## config.mk

```make
export PLATFORM = sky130hd
export DESIGN_NAME = pwm_duty_button_conditioner
export DESIGN_NICKNAME = d
export VERILOG_FILES = /design/src/rtl/pwm_btn_pkg.sv /design/src/rtl/pwm_btn_debounce.sv /design/src/rtl/pwm_duty_button_conditioner.sv
export SDC_FILE = /design/constraint.sdc
export NUM_CORES = 1
export LEC_CHECK = 0
export CAP_MARGIN = 25
export CORE_AREA = 2 2 71 73
export DETAILED_ROUTE_END_ITERATION = 8
export DIE_AREA = 0 0 73 75
export DONT_BUFFER_PORTS = 1
export PLACE_DENSITY_LB_ADDON = 0.25
export SYNTH_ARGS = -nofsm -noshare
export SYNTH_HDL_FRONTEND = slang
export SYNTH_SLANG_ARGS = --single-unit
export TNS_END_PERCENT = 10
```

## constraint.sdc

```tcl
create_clock -name clk -period 4.06 [get_ports clk]
set_clock_uncertainty 0.15 [all_clocks]
set_input_delay 0.609 -clock clk [delete_from_list [all_inputs] [get_ports clk]]
set_output_delay 0.609 -clock clk [all_outputs]
set_load 0.05 [all_outputs]
```

## src/rtl/pwm_btn_pkg.sv

```systemverilog
// Shared definitions for the PWM duty push-button conditioner: press-state
// encoding, default cycle counts and counter/timer width helper.
package pwm_btn_pkg;

  typedef enum logic [1:0] {
    IDLE   = 2'd0,
    HELD   = 2'd1,
    REPEAT = 2'd2
  } press_state_e;

  localparam int unsigned DEF_DEBOUNCE_CYCLES = 50000;
  localparam int unsigned DEF_HOLD_CYCLES     = 5000000;
  localparam int unsigned DEF_REPEAT_CYCLES   = 1000000;

  // Bits needed to hold the values 0..n.
  function automatic int unsigned tmr_width(input int unsigned n);
    return (n < 1) ? 1 : $clog2(n + 1);
  endfunction

endpackage

```

## src/rtl/pwm_btn_debounce.sv

```systemverilog
// One button channel: 2-flop synchroniser, debounce counter, debounced level
// register and single-cycle level-edge flags aligned with the level update.
module pwm_btn_debounce
  import pwm_btn_pkg::*;
#(
  parameter int unsigned DEBOUNCE_CYCLES = DEF_DEBOUNCE_CYCLES
) (
  input  logic clk,
  input  logic rst_n,
  input  logic btn_raw,
  output logic level_o,
  output logic level_nxt_o,
  output logic rise_o,
  output logic fall_o
);

  localparam int unsigned CW = tmr_width(DEBOUNCE_CYCLES);
  localparam logic [CW-1:0] CNT_LAST = CW'(DEBOUNCE_CYCLES - 1);

  logic          s1_q, s2_q;
  logic          level_q, level_d;
  logic [CW-1:0] cnt_q, cnt_d;
  logic          toggle;

  always_comb begin
    toggle  = (s2_q != level_q) && (cnt_q == CNT_LAST);
    level_d = level_q ^ toggle;
    if ((s2_q == level_q) || toggle) begin
      cnt_d = '0;
    end else begin
      cnt_d = cnt_q + 1'b1;
    end
  end

  always_ff @(posedge clk or negedge rst_n) begin
    if (!rst_n) begin
      s1_q    <= 1'b0;
      s2_q    <= 1'b0;
      level_q <= 1'b0;
      cnt_q   <= '0;
    end else begin
      s1_q    <= btn_raw;
      s2_q    <= s1_q;
      level_q <= level_d;
      cnt_q   <= cnt_d;
    end
  end

  assign level_o     = level_q;
  assign level_nxt_o = level_d;
  assign rise_o      = toggle & ~level_q;
  assign fall_o      = toggle & level_q;

endmodule

```

## src/rtl/pwm_duty_button_conditioner.sv

```systemverilog
// Debounced inc/dec step-pulse generator feeding the PWM generator.
// Optional auto-repeat of held buttons: define PWM_BTN_AUTOREPEAT_EN.
module pwm_duty_button_conditioner
  import pwm_btn_pkg::*;
#(
  parameter int unsigned DEBOUNCE_CYCLES = DEF_DEBOUNCE_CYCLES,
  parameter int unsigned HOLD_CYCLES     = DEF_HOLD_CYCLES,
  parameter int unsigned REPEAT_CYCLES   = DEF_REPEAT_CYCLES
) (
  input  logic clk,
  input  logic rst_n,
  input  logic ena,
  input  logic btn_inc_raw,
  input  logic btn_dec_raw,
  output logic inc_pulse,
  output logic dec_pulse,
  output logic inc_level,
  output logic dec_level
);

  // Single-cycle pulses need at least two cycles between repeat strobes.
  if (DEBOUNCE_CYCLES < 1 || HOLD_CYCLES < 2 || REPEAT_CYCLES < 2) begin : g_bad_cfg
    $error("pwm_duty_button_conditioner: illegal cycle-count parameters");
  end

  logic [1:0] raw, lvl, lvl_nxt, rise, fall;
  logic [1:0] pulse_q, pulse_d;
  logic       conflict;

  press_state_e state_q [2];
  press_state_e state_d [2];

  assign raw = {btn_dec_raw, btn_inc_raw};

  for (genvar g = 0; g < 2; g++) begin : g_chan
    pwm_btn_debounce #(
      .DEBOUNCE_CYCLES(DEBOUNCE_CYCLES)
    ) u_deb (
      .clk        (clk),
      .rst_n      (rst_n),
      .btn_raw    (raw[g]),
      .level_o    (lvl[g]),
      .level_nxt_o(lvl_nxt[g]),
      .rise_o     (rise[g]),
      .fall_o     (fall[g])
    );
  end

`ifdef PWM_BTN_AUTOREPEAT_EN
  localparam int unsigned TW = (tmr_width(HOLD_CYCLES) > tmr_width(REPEAT_CYCLES)) ?
                               tmr_width(HOLD_CYCLES) : tmr_width(REPEAT_CYCLES);
  localparam logic [TW-1:0] HOLD_LAST   = TW'(HOLD_CYCLES - 1);
  localparam logic [TW-1:0] REPEAT_LAST = TW'(REPEAT_CYCLES - 1);

  logic [TW-1:0] timer_q [2];
  logic [TW-1:0] timer_d [2];
`endif

  // Conflict is judged on the levels that take effect this edge, so a
  // simultaneous rise of both buttons already suppresses both press pulses.
  always_comb begin
    conflict = lvl_nxt[0] & lvl_nxt[1];
    for (int unsigned i = 0; i < 2; i++) begin
      state_d[i] = state_q[i];
      pulse_d[i] = 1'b0;
`ifdef PWM_BTN_AUTOREPEAT_EN
      timer_d[i] = timer_q[i];
`endif
      if (fall[i]) begin
        state_d[i] = IDLE;
`ifdef PWM_BTN_AUTOREPEAT_EN
        timer_d[i] = '0;
`endif
      end else if (rise[i]) begin
        state_d[i] = HELD;
        pulse_d[i] = 1'b1;
`ifdef PWM_BTN_AUTOREPEAT_EN
        timer_d[i] = '0;
      end else if (!conflict) begin
        case (state_q[i])
          HELD: begin
            if (timer_q[i] == HOLD_LAST) begin
              state_d[i] = REPEAT;
              pulse_d[i] = 1'b1;
              timer_d[i] = '0;
            end else begin
              timer_d[i] = timer_q[i] + 1'b1;
            end
          end
          REPEAT: begin
            if (timer_q[i] == REPEAT_LAST) begin
              pulse_d[i] = 1'b1;
              timer_d[i] = '0;
            end else begin
              timer_d[i] = timer_q[i] + 1'b1;
            end
          end
          default: ;
        endcase
`endif
      end
      pulse_d[i] = pulse_d[i] & ena & ~conflict;
    end
  end

  always_ff @(posedge clk or negedge rst_n) begin
    if (!rst_n) begin
      pulse_q <= '0;
      for (int unsigned i = 0; i < 2; i++) begin
        state_q[i] <= IDLE;
`ifdef PWM_BTN_AUTOREPEAT_EN
        timer_q[i] <= '0;
`endif
      end
    end else begin
      pulse_q <= pulse_d;
      for (int unsigned i = 0; i < 2; i++) begin
        state_q[i] <= state_d[i];
`ifdef PWM_BTN_AUTOREPEAT_EN
        timer_q[i] <= timer_d[i];
`endif
      end
    end
  end

  assign inc_pulse = pulse_q[0];
  assign dec_pulse = pulse_q[1];
  assign inc_level = lvl[0];
  assign dec_level = lvl[1];

endmodule

```

======== Word-level counts from Yosys, hierarchy flattened ========
Index checks and enable logic that the tools add are counted.
W data, S select, Z words.
cells by class
  $add $sub $neg .......................... 2
  eq/ne operators ......................... 6
  mux-type cells .......................... 6
  bitwise gates (word level) .............. 14
  reduce and logical (&&, ||, !) cells .... 4
operators with widths
  operator                 number
  $add A16 B1 Y16 const B  2
  $eq A16 B16 Y1 const B   2
  $mux W16                 2
  $and A1 B1 Y1            9
  $mux W1                  4
  $not A1 Y1               3
  $eq A1 B1 Y1             2
  $logic_and A1 B1 Y1      2
  $logic_or A1 B1 Y1       2
  $ne A1 B1 Y1             2
  $xor A1 B1 Y1            2
word-level totals
  flip-flop bits (word level) ............. 40
  output and inout port bits .............. 4

======== Logic depth before layout (Yosys ltp) ========
  depth after elaboration ................. 7
  mapped depth ............................ 6

======== Hierarchy ========
A second synthesis with hierarchy kept.
unflattened totals
  cells, all modules ...................... 181
  area total of the unflattened synthesis .. 1944.4 µm²
modules (own cells, without submodules)
  module                       instances  cells an instance  area each (µm²)  sequential area each (µm²)
  pwm_btn_debounce             2          88                 934.6            475.5
  pwm_duty_button_conditioner  1          5                  75.1             50.0

======== Worst setup path before layout ========
OpenSTA, ideal clock, no wires.
  path type ............................... flip-flop to flip-flop
  start point ............................. reg g_chan[0].u_deb.cnt_q[12]
  end point ............................... reg g_chan[0].u_deb.cnt_q[10]
  setup time .............................. 0.119 ns
  arrival time ............................ 1.939 ns
  path slack .............................. 1.852 ns
  stages on the path, launching flop included .. 6
  path buffers ............................ 1
  clock period less this slack ............ 2.208 ns
  path through ............................ dfrtp_1 -> or4b_2 -> or4_4 -> nand2_2 -> buf_4 -> nor2_1
between the ends
  cells in the longest elaborated chain, start to end .. 4
RTL lines
  element                              line                    source
  start, declared                      pwm_btn_debounce.sv:22  logic [CW-1:0] cnt_q, cnt_d;
  start signal, assigned               pwm_btn_debounce.sv:45  cnt_q <= cnt_d;
  $eq A16 B16 Y1                       pwm_btn_debounce.sv:26  toggle = (s2_q != level_q) && (cnt_q == CNT_LAST);
  $logic_and A1 B1 Y1                  pwm_btn_debounce.sv:26
  $logic_or A1 B1 Y1                   pwm_btn_debounce.sv:28  if ((s2_q == level_q) || toggle) begin
  $mux W16                             pwm_btn_debounce.sv:28
  named net g_chan[0].u_deb.cnt_d[10]  pwm_btn_debounce.sv:22
The timed path passes the listed nets, and every way through them passes these cells.

======== Final worst setup path ========
  start point ............................. reg g_chan[1].u_deb.cnt_q[11]
  end point ............................... reg g_chan[1].u_deb.cnt_q[8]
between the ends
  cells in the longest elaborated chain, start to end .. 4
RTL lines
  element                             line
  start, declared                     pwm_btn_debounce.sv:22
  start signal, assigned              pwm_btn_debounce.sv:45
  $eq A16 B16 Y1                      pwm_btn_debounce.sv:26
  $logic_and A1 B1 Y1                 pwm_btn_debounce.sv:26
  $logic_or A1 B1 Y1                  pwm_btn_debounce.sv:28
  $mux W16                            pwm_btn_debounce.sv:28
  named net g_chan[1].u_deb.cnt_d[8]  pwm_btn_debounce.sv:22
The timed path passes the listed nets, and every way through them passes these cells.

==> results.txt <==
CTS max path bufs: 2
vias per std cell: 5.37
sequential-to-total area share from yosys stat: 53.0%
startpoint types: register
Multi-input gate area: 835 µm²
CTS Hold Bufs: 1
WP data arrival: 2.33 ns
crit-path max FO: 15
Hold WC Path Type: in -> async
layout net count: 196
RSZ-0062 raised after global routing: no
endpoints failing setup: 0
row cnt: 25
Chip Height: 75 µm
DRT iter0 DRCs: 100
CP required: 4.06 ns
Final Hold Slack: 0.00167 ns
clock-pin slew on the worst setup and hold paths: 0.07 ns
Worst Reg-to-Reg Cells: 4
total grt overflow: 0
Syn. warnings: 0
synthesized area: 1890 µm²
DRT Pass-1 Iters: 4
IO Pins: 9
synth unique cells: 29
first-pass GRT wire length: 5.93 mm
fin. max-slew vios: 0
final core utilization: 44.0%
postcts setup bufs: 0
DR WL/cell: 13.7 µm
Post-CTS Resized: 0
core area: 4660 µm²
post-route setup slack: 1.74 ns
maxcap violations: 0
FF-to-FF setup slack: 1.74 ns
design area: 2050 µm²
CTS tree: yes
chip width: 73 µm
Max-slew headroom: 60.6%
Layout area overhead: 8.54%
die area: 5480 µm²
routability congestion estimate from global placement: 0.877
setup tns final: 0 ns
syn nets: 191
pin count of the biggest net entering global routing: 41
FMAX: 431 MHz
vias in the first global route: 1307
IO buf count: 0
status: completed
period utilization: 57.2%
top cells by count, synth: 40 x dfrtp_1, 35 x nor2_1, 25 x xnor2_1
DPL Wire Length: 2.33 mm
fillers: 437
CTS Buf Count: 5
DRC: 0
initial antenna violation count: 0
Async SR Flop Fraction: 100%
initial core utilization: 40.5%
Clk Tree Root Cell: clkbuf_8
count leader, synth: dfrtp_1
Post-DP Area: 1940 µm²
final hold vios: 0
gr usage total: 14.4%
maximum VDD drop: 0.146 mV
pwr dens: 340 nW/µm²
Reg area: 1000 µm²
fin crit period: 2.32 ns
top_reg_cell synth: dfrtp_1
Critical Path Sink Type: register
Synth area leaders: dfrtp_1 53%, xnor2_1 12%, nor2_1 7.0%
CTS sink cnt: 40
reg2reg start: g_chan[1].u_deb.cnt_q[11]$_DFF_PN0_
Diodes inserted: 0
worst-skew pair later-pin latency: 0.29 ns
Setup CP Type: reg -> reg
post-synth top area share: 53.0%
Synth area leader: dfrtp_1
Routed Antenna Nets: 0
worst reg2reg endpoint: g_chan[1].u_deb.cnt_q[8]$_DFF_PN0_
worst-margin pin slew: 0.591 ns
Leak: 0.787 nW
Critical Path Source: g_chan[1].u_deb.cnt_q[11]$_DFF_PN0_
Syn Inst Count: 184
Yosys reg bits: 40
number of flops mapped to enable cells by yosys: 0
DP Worst Slack: 1.74 ns
via count: 1311
H-tree levels: 2
share of layout cells above drive strength 1: 8.95%
Synth Area per Inst: 10.3 µm²
Post-Route WL: 3.34 mm
through the flow:
step | instances | total power, mW
after detailed placement | 235 | 0.434
final | 244 | 0.698
after CTS | 244 | 0.711
after global placement | 235 | 0.434
after floorplan | 184 | 0.431
after global routing | 244 | 0.735
layout make-up:
cell class / count / area share [%]
Tap cell: 54 / 3.29
Clock buffer: 8 / 4.39
Inverter: 10 / 1.83
Sequential cell: 40 / 48.8
Multi-Input combinational cell: 131 / 40.7
Timing Repair Buffer: 1 / 0.976
cells in the final DEF, fill, tap and decap left out:
cell / instances
dfrtp_1: 40
nor2_1: 35
xnor2_1: 25
nand3_1: 11
inv_1: 10
nor4_1: 10
nand4_1: 9
nor3_1: 9
nand2_1: 8
clkbuf_8: 6
xor2_1: 4
or4b_1: 2
or4_4: 2
or4_1: 2
ha_1: 2
clkbuf_1: 2
nand4b_1: 1
and3_2: 1
or4b_2: 1
nand2_2: 1
mux2_2: 1
mux2_4: 1
or4_2: 1
nor4_4: 1
or3_1: 1
o41ai_1: 1
or3b_2: 1
a21oi_1: 1
buf_12: 1
worst max-delay path by stage:
stage / end / slack [ns] / cells past startpoint
floorplan: g_chan[0].u_deb.cnt_q[10]$_DFF_PN0_ / 1.85 / 5
global placement: g_chan[0].u_deb.cnt_q[8]$_DFF_PN0_ / 1.80 / 4
detailed placement: g_chan[1].u_deb.cnt_q[14]$_DFF_PN0_ / 1.74 / 4
CTS: g_chan[1].u_deb.cnt_q[8]$_DFF_PN0_ / 1.72 / 4
global route: g_chan[1].u_deb.cnt_q[14]$_DFF_PN0_ / 1.59 / 4
finish: g_chan[1].u_deb.cnt_q[8]$_DFF_PN0_ / 1.74 / 4
flip-flops by register name (all words and copies together), names as in the netlist:
register,cells
pulse_q,2
g_chan.u_deb.s2_q,2
g_chan.u_deb.cnt_q,32
g_chan.u_deb.level_o,2
g_chan.u_deb.s1_q,2
worst max-delay path: stages, from the launching register on:
cell	delay [ns]
dfrtp_1	0.42
or4b_1	0.57
or4_4	0.55
nand2_1	0.38
nor2_1	0.12
report_power, final:
group	switching, mW	internal [mW]	leakage (nW)
clock	0.124	0.138	0.0455
combinational	0.0164	0.00775	0.197
sequential	0.00617	0.405	0.545
total	0.146	0.551	0.787
cells by family after synthesis:
group | after synthesis | share of synthesized area (%)
fa+ha+maj | 2 | 1.32
compound gates | 2 | 0.728
simple gates | 96 | 27.3
flops | 40 | 53.0
xor+xnor | 29 | 13.4
mux | 2 | 1.39
buf+inv | 13 | 2.85
metal layers:
layer  wire length (µm)  vias up  track usage (%)
li1                   -      648                -
met1               1690      633             18.5
met2               1460       23             21.7
met3                116        7             4.82
met4                 68        0             7.00
met5                  0        -                0
(Power assumes the default switching activity.)
